$ cat config.mk
export PLATFORM = sky130hd
export DESIGN_NAME = io_interrupt_unit
export DESIGN_NICKNAME = d
export VERILOG_FILES = /design/src/rtl/io_interrupt_unit.sv
export SDC_FILE = /design/constraint.sdc
export NUM_CORES = 1
export LEC_CHECK = 0
export CAP_MARGIN = 0
export CORE_MARGIN = 4
export CORE_UTILIZATION = 44
export DETAILED_ROUTE_END_ITERATION = 12
export PLACE_DENSITY = 0.8
export SLEW_MARGIN = 20
export SYNTH_ARGS = -nofsm -noshare
export SYNTH_HDL_FRONTEND = slang
export SYNTH_SLANG_ARGS = --single-unit
$ cat constraint.sdc
create_clock -name clock -period 1.5 [get_ports clock]
set_input_delay 0.3 -clock clock [delete_from_list [all_inputs] [get_ports clock]]
set_output_delay 0.3 -clock clock [all_outputs]
set_load 0.005 [all_outputs]
$ cat src/rtl/io_interrupt_unit.sv
// ---------------------------------------------------------------------------
// io_interrupt_unit
//
// Multi-channel I/O and interrupt logic for the basic-computer control unit.
// Each channel owns an input register (INPR) with flag FGI and an output
// register (OUTR) with flag FGO. The block also holds the interrupt enable
// flip-flop (IEN), a per-channel interrupt mask and the interrupt flip-flop R
// together with a fixed-priority interrupt vector.
//
// Ports:
//   clock, reset        rising-edge clock, synchronous active-high reset
//   in_valid/in_data    device -> INPR handshake (in_ready = ~fgi)
//   out_valid/out_data  OUTR -> device handshake (out_valid = ~fgo)
//   out_ready           device accepts the OUTR character
//   cpu_ch/rd/wr/wdata  INP / OUT instructions addressing one channel
//   cpu_rdata           INPR of the addressed channel (combinational)
//   fgi, fgo            flags for SKI / SKO
//   wr_overrun          sticky per-channel flag: OUT issued while FGO=0
//   ien_set/ien_clr/ien ION / IOF and the IEN flip-flop
//   mask_wr/mask_wdata  interrupt mask load (1 = channel may interrupt)
//   fetch_idle          control unit outside T0..T2, R may be set
//   int_req/int_vec     R flip-flop and latched {channel, is_output}
//   int_ack             interrupt cycle complete (clears R and IEN)
// ---------------------------------------------------------------------------
module io_interrupt_unit #(
  parameter int CH_W     = 2,
  parameter int DATA_W   = 8,
  parameter int CHANNELS = 2 ** CH_W
) (
  input  logic                         clock,
  input  logic                         reset,
  input  logic [CHANNELS-1:0]          in_valid,
  input  logic [CHANNELS*DATA_W-1:0]   in_data,
  output logic [CHANNELS-1:0]          in_ready,
  output logic [CHANNELS-1:0]          out_valid,
  output logic [CHANNELS*DATA_W-1:0]   out_data,
  input  logic [CHANNELS-1:0]          out_ready,
  input  logic [CH_W-1:0]              cpu_ch,
  input  logic                         cpu_rd,
  input  logic                         cpu_wr,
  input  logic [DATA_W-1:0]            cpu_wdata,
  output logic [DATA_W-1:0]            cpu_rdata,
  output logic [CHANNELS-1:0]          fgi,
  output logic [CHANNELS-1:0]          fgo,
  output logic [CHANNELS-1:0]          wr_overrun,
  input  logic                         ien_set,
  input  logic                         ien_clr,
  output logic                         ien,
  input  logic                         mask_wr,
  input  logic [CHANNELS-1:0]          mask_wdata,
  input  logic                         fetch_idle,
  output logic                         int_req,
  output logic [CH_W:0]                int_vec,
  input  logic                         int_ack
);

  localparam int PEND_W = 2 * CHANNELS;

  // Register state
  logic [CHANNELS-1:0][DATA_W-1:0] inpr_r;
  logic [CHANNELS-1:0][DATA_W-1:0] outr_r;
  logic [CHANNELS-1:0]             fgi_r;
  logic [CHANNELS-1:0]             fgo_r;
  logic [CHANNELS-1:0]             wr_overrun_r;
  logic [CHANNELS-1:0]             mask_r;
  logic                            ien_r;
  logic                            int_req_r;
  logic [CH_W:0]                   int_vec_r;

  // Combinational helpers
  logic [CHANNELS-1:0]             ch_sel_s;
  logic [PEND_W-1:0]               pend_s;
  logic [CH_W:0]                   win_s;
  logic                            r_set_s;

  // One-hot decode of the CPU-addressed channel.
  always_comb begin
    ch_sel_s         = {CHANNELS{1'b0}};
    ch_sel_s[cpu_ch] = 1'b1;
  end

  // Pending vector: even bit = input flag, odd bit = output flag, both masked.
  // The bit index therefore equals {channel, is_output}.
  always_comb begin
    pend_s = {PEND_W{1'b0}};
    for (int i = 0; i < CHANNELS; i++) begin
      pend_s[2*i]   = fgi_r[i] & mask_r[i];
      pend_s[2*i+1] = fgo_r[i] & mask_r[i];
    end
  end

  // Fixed-priority encoder: scanning downwards leaves the lowest set bit.
  always_comb begin
    win_s = {(CH_W+1){1'b0}};
    for (int k = PEND_W - 1; k >= 0; k--) begin
      if (pend_s[k]) begin
        win_s = k[CH_W:0];
      end else begin
        win_s = win_s;
      end
    end
  end

  // R may set only while idle, enabled and something is pending.
  assign r_set_s = ien_r & fetch_idle & (|pend_s) & ~int_req_r;

  // Input side: device capture into INPR and INP flag clear.
  // Capture needs fgi=0 and clear needs fgi=1, so they never collide.
  always_ff @(posedge clock) begin
    if (reset) begin
      inpr_r <= '0;
      fgi_r  <= {CHANNELS{1'b0}};
    end else begin
      for (int i = 0; i < CHANNELS; i++) begin
        if (in_valid[i] && !fgi_r[i]) begin
          inpr_r[i] <= in_data[i*DATA_W +: DATA_W];
          fgi_r[i]  <= 1'b1;
        end else if (cpu_rd && ch_sel_s[i] && fgi_r[i]) begin
          fgi_r[i]  <= 1'b0;
        end
      end
    end
  end

  // Output side: OUT load / overrun detection and device transfer.
  // OUT acts only with fgo=1 and transfer only with fgo=0: mutually exclusive.
  always_ff @(posedge clock) begin
    if (reset) begin
      outr_r       <= '0;
      fgo_r        <= {CHANNELS{1'b1}};
      wr_overrun_r <= {CHANNELS{1'b0}};
    end else begin
      for (int i = 0; i < CHANNELS; i++) begin
        if (cpu_wr && ch_sel_s[i]) begin
          if (fgo_r[i]) begin
            outr_r[i] <= cpu_wdata;
            fgo_r[i]  <= 1'b0;
          end else begin
            wr_overrun_r[i] <= 1'b1;
          end
        end else if (!fgo_r[i] && out_ready[i]) begin
          fgo_r[i] <= 1'b1;
        end
      end
    end
  end

  // IEN and interrupt mask. int_ack beats ien_clr, which beats ien_set.
  always_ff @(posedge clock) begin
    if (reset) begin
      ien_r  <= 1'b0;
      mask_r <= {CHANNELS{1'b1}};
    end else begin
      if (int_ack) begin
        ien_r <= 1'b0;
      end else if (ien_clr) begin
        ien_r <= 1'b0;
      end else if (ien_set) begin
        ien_r <= 1'b1;
      end
      if (mask_wr) begin
        mask_r <= mask_wdata;
      end
    end
  end

  // R flip-flop and vector. The vector is latched only when R sets, so later
  // flag changes cannot alter it while the request is outstanding.
  always_ff @(posedge clock) begin
    if (reset) begin
      int_req_r <= 1'b0;
      int_vec_r <= {(CH_W+1){1'b0}};
    end else begin
      if (int_ack) begin
        int_req_r <= 1'b0;
      end else if (r_set_s) begin
        int_req_r <= 1'b1;
        int_vec_r <= win_s;
      end
    end
  end

  assign in_ready   = ~fgi_r;
  assign out_valid  = ~fgo_r;
  assign out_data   = outr_r;
  assign cpu_rdata  = inpr_r[cpu_ch];
  assign fgi        = fgi_r;
  assign fgo        = fgo_r;
  assign wr_overrun = wr_overrun_r;
  assign ien        = ien_r;
  assign int_req    = int_req_r;
  assign int_vec    = int_vec_r;

endmodule

==> results.md <==
- Once detailed placement completed, the half-perimeter wirelength came to 7580 um.
- The share of Yosys cell area claimed by the top area cell type is 0.509.
- In this run, synthesis inferred 0 flip-flops with an integrated enable.
- The number of clock buffers inserted by TritonCTS is 9.
- The floorplan step set the die width to 95.2 um.
- The routed length per placed instance is 15.9 um.
- The post-layout net count is 619.
- The final clock period utilization by the worst path is 1.06.
- The post-route cell area is 5260 um2.
- The worst hold path was traced through 2 stages.
- The number of instances in the synthesized netlist is 399.
- For this design the ratio of total power to cell area is 938 nW/um2.
- After synthesis, the share of flip-flops with an asynchronous set or reset is 0.
- The met2 global-route usage is 0.396.
- The fraction of power spent switching nets is 0.246.
- The floorplan has 31 rows.
- The number of pins with negative max-slew slack in the final report is 0.
- CTS built an H-tree with a depth of 3.
- The final estimated routing congestion in global placement is 0.842.
- Buffers placed on the I/O ports in this run total 127.
- The number of DRC markers in iteration 0 is 152.
- The total of fill cells in the finished design is 535.
- A synthesized cell averages 8.38 um2.
- Entering global routing, the biggest net connects 48 pins.
- At the pin with the least slew margin, the transition time is 363 ps.
- In this run the worst path has a maximum fanout of 2.
- The clock edge transition at the registers on the reported setup and hold paths is 80 ps.
- Of the total power, registers draw 0.494.
- The largest buffer count on any clock path is 2.
- The share of final-layout standard cells stronger than drive strength 1 is 0.239.
- Of the total power, combinational logic draws 0.152.
- Static timing analysis puts the maximum clock frequency at 631 MHz.
- The wire length reported by the detailed router is 10,500 um.
- The sequential standard cell area is 1780 um2.
- The cell accounting for the most synthesized area is dfxtp_1.
- The data arrival time of the worst path is 1280 ps.
- In this run the cell area measured after placement is 4840 um2.
- The number of global-route vias before repair is 3,458.
- The worst setup path is of the reg -> out kind.
- The global-route total usage across every layer is 0.235.
- The most common cell after layout, fill and taps aside is nand2_1.
- The standby leakage power is 2.52 nW.
- Timing analysis after detailed placement gives a worst setup slack of -838 ps.
- Leaving out fill and tap cells, the most frequent cells in the layout are 143 x nand2_1, 64 x a21oi_1, 59 x clkdlybuf4s50_1, 41 x dfxtp_1.
- The data required time at the worst endpoint is 1200 ps.
- STA classifies the critical path endpoint as an output pin.
- The number of nets produced by synthesis is 462.
- The portion of total power attributed to the clock network is 0.354.
- The peak supply drop is 0.000672 V.
- The met3 capacity usage during global routing is 0.0545.
- The total core area is 7330 um2.
- The number of antenna violations at the first check in global routing was 1.
- The initial core utilization is 0.456.
- The internal portion of the total power is 3.72 mW.
- The number of antenna diodes in the final layout is 0.
- The source-to-sink clock delay at the later pin of the worst-skew pair is 350 ps.
- The run finished, with violations left.
- The count of nets left with antenna violations after detail routing is 0.
- Adding up every negative setup slack in the final design gives -602 ps.
- The most used flip-flop cell after synthesis is dfxtp_1.
- In this run, post-CTS hold repair placed 0 buffers.
- Ranked by total cell area, the synthesized netlist is headed by dfxtp_1 51%, nand2_1 16%, a21oi_1 9.6%.
- For this run, the number of Yosys warnings is 0.
- The first TritonRoute pass finished after 4 iterations.
- The class of the most critical hold timing path is in -> reg.
- TritonCTS built the clock tree.
- The number of remaining DRC errors is 0.
- The number of cells traversed by the worst register-to-register path is 5.
- The final worst clock skew is 8.00 ps.
- Compared with the post-synthesis result, the final layout area differs by 57.5%.
- The net load switching power is 1.21 mW.
- The height of the die is 95.2 um.
- Counting flops and latches in the post-synthesis netlist gives 85.
- The global routing met1 resource utilization is 0.283.
- The total count of hold-check failures in the final report came to 0.
- The worst max-slew margin expressed relative to the limit is 0.758.
- The tool flagged a number of max-cap violations equal to 0.
- For this design the top-level I/O count stands at 128.
- The final reports fail on negative setup slack.
- Setup repair after global routing could not meet its margin everywhere.
- The routing layer with the top usage in global route is met2.
- The number of different library cells in the post-synthesis netlist is 37.
- The worst setup path is launched from a register.
- Subtracting the final worst setup slack from the clock period gives 1580 ps.
- The routed layout has 3,414 vias.
- Of the synthesized area, sequential elements account for 0.509.
- The slowest stage of the critical path belongs to the cell mux4_2.
- The tree built by TritonCTS fans out to 85 sinks.
- The per-cell via count in the routed design is 5.17.
- The total overflow left after global routing is 0.
- The area of the mapped netlist is 3340 um2.
- The root buffer cell chosen for the clock tree is clkbuf_8.
- In the post-route analysis, the smallest setup slack over all paths is -84.9 ps.
- The wire length of the first global-routing pass is 16,400 um.
- The area of the multi-input gates is 1550 um2.
- The final-layout worst hold slack is 304 ps.
- Setup violations remaining at the end of the flow were counted as 8.
- The maximum cell stage delay along the critical path is 460 ps.
- Traced cell by cell, the critical path runs through mux4_2 > buf_2.
- The die covers 9050 um2.
cells by family (layout without fill, tap and decap cells):
kind of cell	count (synthesis)	in the layout	synth area share
simple gates	179	179	0.224
mux	8	8	0.0550
buf+inv	28	190	0.0382
flops	85	85	0.509
compound gates	99	99	0.174
per-layer routing:
metal | up-vias | part of all wire
met2 | 161 | 0.49
met3 | 29 | 0.083
met5 | - | 0.00076
met4 | 2 | 0.030
li1 | 1649 | -
met1 | 1573 | 0.40
worst paths after layout:
check	to	slack [ps]	start
worst max-delay path	cpu_rdata[1]	-80	inpr_r[25]
worst min-delay path	wr_overrun[1]	300	reset
worst max register to register	int_vec[1]	60	fgi[2]
worst min register to register	inpr_r[21]	450	inpr_r[21]
power by group through the flow:
stage / Sequential [mW] / Clock [mW] / Combinational (mW)
after floorplan: 2.47 / 0 / 0.294
after global placement: 2.49 / 0 / 0.720
after detailed placement: 2.49 / 0 / 0.735
after CTS: 2.43 / 1.78 / 0.740
after global routing: 2.45 / 1.87 / 0.822
final: 2.44 / 1.75 / 0.753
Yosys cell counts (2+ instances only):
cell / count
o21ai_0: 4
nor2_1: 11
inv_1: 9
mux4_2: 7
o21ai_1: 4
a211o_1: 5
buf_4: 5
nor2b_1: 8
clkbuf_1: 5
and2_1: 4
nand3_1: 2
a21oi_1: 64
nand2_1: 144
buf_2: 3
and3b_1: 2
a21oi_2: 9
buf_1: 6
o21bai_1: 4
dfxtp_1: 85
per-stage QoR:
step	utilization	total power, mW	instances
5_1_grt	0.718	5.15	660
6_report	0.718	4.94	660
2_1_floorplan	-	2.76	399
4_1_cts	0.702	4.95	658
3_3_place_gp	0.660	3.21	628
3_5_place_dp	0.660	3.23	628
critical path: cells and delay by family (launching register included):
kind / cells / cell delay (ps)
DFF: 1 / 330
buffers and inverters: 1 / 150
muxes: 1 / 460
layout make-up:
| class | count | area share |
|---|---|---|
| tap | 99 | 0.0235 |
| inverter | 9 | 0.00642 |
| clock inverter | 5 | 0.0159 |
| timing repair buffer | 165 | 0.298 |
| clock buffer | 11 | 0.0250 |
| multi-input combinational | 286 | 0.294 |
| sequential | 85 | 0.338 |
sequential cells by signal (all words and copies together) (netlist names):
| register | flops |
|---|---|
| fgo | 4 |
| int_vec | 3 |
| fgi | 4 |
| ien | 1 |
| inpr_r | 32 |
| int_req | 1 |
| out_data | 32 |
| mask_r | 4 |
| wr_overrun | 4 |
timing repair:
item | CTS | global route
setup buffers | 14 | 2
pin swaps | 0 | 4
resized for setup | 120 | 40
endpoints found under the setup margin | 90 | 52
Power figures use the tool's default switching activity.
==> edit 1: new RTL, config.mk and constraints unchanged <==
Set the parameter `DATA_W` to 6 (it was 8).
--- a/src/rtl/io_interrupt_unit.sv
+++ b/src/rtl/io_interrupt_unit.sv
@@ -25,5 +25,5 @@
 module io_interrupt_unit #(
   parameter int CH_W     = 2,
-  parameter int DATA_W   = 8,
+  parameter int DATA_W   = 6,
   parameter int CHANNELS = 2 ** CH_W
 ) (
Ports: changed (resized cpu_rdata, cpu_wdata, in_data and out_data); port bits go from 128 to 108. No check against the original RTL was run, so the function may have changed too.
==> edit 1 against the unedited design <==
- the flow still finishes with violations (negative setup slack)
- design area decreased by 15%
- final cell count shrank 23%
- worst setup slack improved by 0.018 ns
- fmax increased by 1.2%
- routed wire length fell by 20%
- clock skew is essentially flat
- synthesized area down 16%
- total power is 7.9% lower
- via count decreased by 22%
- core utilization grew 2.3 points
- sequential cell count down 16
- critical path depth stayed put
- largest cell class unchanged
- largest power group unchanged
==> edit 1: results (changes against the unedited design) <==
{
  "drt": {
    "top_layer_used": "met4",
    "drt-met1-wl": {"value": 3210, "unit": "µm", "change": "-24%"},
    "drt_iter0_drc": {"value": 95, "change": "-38%"},
    "met3RoutedLength": {"value": 535, "unit": "µm", "change": "-38%"},
    "avgViaCountPerCell": {"value": 5.22, "change": "+0.92%"}
  },
  "global_route": {
    "gr-usage-met3": {"value": 5.27, "unit": "%", "change": "-0.18 points"},
    "grt_use_met2": {"value": 40.1, "unit": "%", "change": "+0.55 points"},
    "grt_first_pass_wirelength": {"value": 13000, "unit": "µm", "change": "-21%"},
    "global_route.usage.met1": {"value": 24.2, "unit": "%", "change": "-4.1 points"},
    "via_count_of_the_first_global_routing_pass": {"value": 2725, "change": "-21%"},
    "grt_use_total": {"value": 22.2, "unit": "%", "change": "-1.3 points"},
    "grt_start_max_net_pins": {"value": 61, "change": "+27%"},
    "antenna_violations_before_repair": {"value": 0, "change": "-1"}
  },
  "timing": {
    "setup_ws": {"value": -0.0666, "unit": "ns", "change": "+0.0183 ns"},
    "setup-tns-final": {"value": -0.312, "unit": "ns", "change": "+0.290 ns"},
    "finClkSkew": {"value": 0.00771, "unit": "ns", "change": "-0.000289 ns"},
    "finalSetupViolCount": {"value": 6, "change": "-2"},
    "max_slew_margin": {"value": 77.6, "unit": "%", "change": "+1.9 points"}
  },
  "clock_tree": {
    "clock_latency_at_the_later_pin_of_the_worst_skew_pair": {"value": 0.33, "unit": "ns", "change": "-0.02 ns"}
  },
  "yosys": {
    "ys_top_cells_by_area": "dfxtp_1, mux2i_1, nor2_1, a21oi_1, mux4_2",
    "number_of_distinct_standard_cells_referenced_by_the_synthesized_netlist": {"value": 38, "change": "+2.7%"},
    "synth_sequential_area_ratio": {"value": 49.0, "unit": "%", "change": "-1.9 points"},
    "postSynthNetCount": {"value": 350, "change": "-24%"},
    "syn-instance-count": {"value": 297, "change": "-26%"}
  },
  "layout": {
    "fillerInstances": {"value": 449, "change": "-16%"},
    "area.sequential": {"value": 0.00143, "unit": "mm²", "change": "-20%"},
    "drive_above_1_share": {"value": 23.1, "unit": "%", "change": "-0.79 points"}
  },
  "place": {
    "numPlacedInstances": {"value": 479, "change": "-24%"},
    "place_hpwl": {"value": 5790, "unit": "µm", "change": "-24%"},
    "dpl-instance-area": {"value": 0.00406, "unit": "mm²", "change": "-16%"},
    "buffer_ports.inserted": {"value": 107, "change": "-16%"},
    "globalplace.congestion": {"value": 0.735, "change": "-13%"}
  },
  "outcome": {
    "failing_checks": "negative setup slack",
    "run_status": "finished with violations"
  },
  "pwr": {
    "worst_ir_drop_vdd": {"value": 0.787, "unit": "mV", "change": "+17%"},
    "leakage": {"value": 0.00218, "unit": "µW", "change": "-14%"}
  },
  "setup_path": {
    "worst-path-buf-inv": {"value": 1, "change": "unchanged"}
  }
}
[edit 1: cell count changes after synthesis, sizes merged, moves of 2 or more]
| cell | unedited run | this run |
|---|---|---|
| o21ai | 8 | 6 |
| nand3 | 2 | 20 |
| and2 | 4 | 1 |
| nor2 | 11 | 43 |
| dfxtp | 85 | 69 |
| mux4 | 8 | 6 |
| mux2i | 0 | 30 |
| nand3b | 0 | 2 |
| a21oi | 73 | 28 |
| nand2 | 144 | 27 |
[edit 1: final timing paths]
check,from,endpoint,slack [ns]
worst max-delay path,inpr_r[4]$_SDFFE_PP0P_,cpu_rdata[4],-0.07
worst max register to register,fgi[1]$_SDFFE_PP0P_,int_vec[1]$_SDFFE_PP0P_,0.11
worst min register to register,out_data[20]$_SDFFE_PP0P_,out_data[20]$_SDFFE_PP0P_,0.46
worst min-delay path,reset,int_vec[2]$_SDFFE_PP0P_,0.33
[edit 1: where the power goes]
group          leakage [µW]  internal (µW)  switching [µW]
registers          0.000573           1920            59.3
clock network      0.000126           1200             694
logic               0.00148            399             277
total               0.00218           3520            1030
[edit 1: layout make-up]
class                           count  share of cell area, %
Sequential cell                    69                   31.8
Timing Repair Buffer              141                   30.9
Multi-Input combinational cell    198                   28.8
Clock buffer                       11                   3.37
Clock inverter                      5                   2.37
Tap cell                           75                   2.09
Inverter                            9                  0.752
[edit 1: cell families (layout without fill, tap and decap cells)]
group                  count (synthesis)  in the layout  share of synthesized area (%)
buffers and inverters                 30            166                           5.68
multiplexers                          36             36                           15.4
AO/OA/AOI/OAI                         51             51                           10.9
flip-flops                            69             69                           49.0
AND/OR/NAND/NOR                      111            111                           19.0
[edit 1: repair_timing]
action | CTS | global route
setup buffers | 11 | 2
gates cloned | 1 | 0
setup endpoints to repair | 48 | 32
pin swaps | 0 | 2
resized for setup | 79 | 29
==> edit 2: new RTL, same flow settings <==
Without the edit above. Put one more register stage on the output `wr_overrun`. The value now appears one clock later. The other outputs are not delayed to match.
--- a/src/rtl/io_interrupt_unit.sv
+++ b/src/rtl/io_interrupt_unit.sv
@@ -187,5 +187,7 @@
   assign fgi        = fgi_r;
   assign fgo        = fgo_r;
-  assign wr_overrun = wr_overrun_r;
+  always_ff @(posedge clock) begin
+    wr_overrun <= wr_overrun_r;
+  end
   assign ien        = ien_r;
   assign int_req    = int_req_r;
Function: changed (a bounded check fails within 4 cycles, from zero or initial values and one cycle with reset high).
==> edit 2 against the unedited design <==
- critical path type unchanged
- total power fell by 0.81%
- via count is 1.0% lower
- clock skew increased by 0.0060 ns
- register-to-register slack is essentially flat
- routed wire length down 1.6%
- design area rose by 1.5%
- synthesized area grew 2.4%
- largest power group unchanged
- worst setup slack better by 0.0031 ns
- the flow still finishes with violations (negative setup slack)
- sequential cell count increased by 4
- critical endpoint is now cpu_rdata[6]
==> edit 2: results (changes against the unedited design) <==
{
  "timing": {
    "finClkSkew": {"value": 0.0140, "unit": "ns", "change": "+0.00604 ns"},
    "fin_hold_ws": {"value": 0.356, "unit": "ns", "change": "+0.0519 ns"},
    "setup-tns-final": {"value": -0.496, "unit": "ns", "change": "+0.106 ns"},
    "setup_ws": {"value": -0.0818, "unit": "ns", "change": "+0.00307 ns"},
    "finalSetupViolCount": {"value": 8, "change": "unchanged"}
  },
  "pwr": {
    "worst_ir_drop_vdd": {"value": 0.627, "unit": "mV", "change": "-6.7%"},
    "p_seq": {"value": 2540, "unit": "µW", "change": "+4%"},
    "p_per_area": {"value": 916, "unit": "mW/mm²", "change": "-2.3%"},
    "leakage": {"value": 0.00261, "unit": "µW", "change": "+3.4%"},
    "internal-power": {"value": 3660, "unit": "µW", "change": "-1.6%"}
  },
  "global_route": {
    "via_count_of_the_first_global_routing_pass": {"value": 3212, "change": "-7.1%"},
    "grt_first_pass_wirelength": {"value": 15500, "unit": "µm", "change": "-5.1%"},
    "antenna_violations_before_repair": {"value": 0, "change": "-1"},
    "grt_start_max_net_pins": {"value": 37, "change": "-23%"}
  },
  "layout": {
    "drive_above_1_share": {"value": 23.6, "unit": "%", "change": "-0.26 points"},
    "fillerInstances": {"value": 568, "change": "+6.2%"},
    "final_net_count": {"value": 621, "change": "+0.32%"}
  },
  "yosys": {
    "synth_sequential_area_ratio": {"value": 52.1, "unit": "%", "change": "+1.2 points"},
    "synthTopCellsByCount": "nand2_1, dfxtp_1, a21oi_1",
    "syn-instance-count": {"value": 403, "change": "+1.0%"},
    "postSynthNetCount": {"value": 466, "change": "+0.87%"}
  },
  "drt": {
    "drt_iter0_drc": {"value": 76, "change": "-50%"},
    "total_wire_length_after_detailed_routing": {"value": 10300, "unit": "µm", "change": "-1.6%"}
  },
  "place": {
    "pre_cts_ws": {"value": -0.899, "unit": "ns", "change": "-0.0615 ns"},
    "dpl-instance-area": {"value": 0.00489, "unit": "mm²", "change": "+0.93%"},
    "place_hpwl": {"value": 7520, "unit": "µm", "change": "-0.74%"},
    "globalplace.congestion": {"value": 0.835, "change": "-0.78%"},
    "numPlacedInstances": {"value": 629, "change": "+0.16%"}
  },
  "outcome": {
    "run_status": "finished with violations",
    "failing_checks": "negative setup slack"
  },
  "setup_path": {
    "cp_slowest_stage_delay": {"value": 0.48, "unit": "ns", "change": "+0.02 ns"}
  },
  "clock_tree": {
    "clkSlewWorstSetupHoldPaths": {"value": 0.10, "unit": "ns", "change": "+0.02 ns"}
  },
  "worst_hold_path": {
    "holdCritStartpoint": "wr_overrun_r[3]$_SDFFE_PP0P_"
  }
}
edit 2: changes by cell type in the layout (fill, tap and decap cells not counted), moves of 3 or more:
cell,delta
buf_2,-3
buf_4,-5
buf_6,+7
clkdlybuf4s50_1,+4
dlygate4sd2_1,-12
dlymetal6s2s_1,+7
edit 2: repair_timing:
action,4_1_cts,5_1_grt
pin swaps,0,4
setup buffers,15,3
endpoints found under the setup margin,75,51
resized for setup,111,51
edit 2: cell families after synthesis:
kind of cell,share of synthesized area [%]
multiplexers,5.38
flip-flops,52.1
AND/OR/NAND/NOR,21.8
buffers and inverters,3.69
AO/OA/AOI/OAI,17.0
edit 2: how the worst max path moves through the flow:
stage	from	to	slack (ns)	cells past startpoint
floorplan	cpu_ch[0]	cpu_rdata[0]	0.22	2
global placement	cpu_ch[0]	cpu_rdata[4]	-0.88	4
detailed placement	cpu_ch[0]	cpu_rdata[4]	-0.90	4
CTS	inpr_r[6]$_SDFFE_PP0P_	cpu_rdata[6]	-0.08	2
global route	inpr_r[6]$_SDFFE_PP0P_	cpu_rdata[6]	-0.13	2
finish	inpr_r[30]$_SDFFE_PP0P_	cpu_rdata[6]	-0.08	2
edit 2: per-layer routing:
| layer | up-vias | track usage [%] | wire length, µm | share of wire, % |
|---|---|---|---|---|
| li1 | 1661 | - | - | - |
| met1 | 1563 | 28.1 | 4380 | 42 |
| met2 | 129 | 37.0 | 4980 | 48 |
| met3 | 26 | 3.44 | 631 | 6.1 |
| met4 | 0 | 10.2 | 340 | 3.3 |
| met5 | - | 0 | 0 | 0 |
edit 2: area by class of cell:
cell class | count | area share (%)
inverters | 9 | 0.632
flip-flops and latches | 89 | 34.8
well taps | 99 | 2.32
clock inverters | 6 | 1.26
multi-input cells | 286 | 28.6
clock buffers | 10 | 2.39
repair buffers | 163 | 30.1
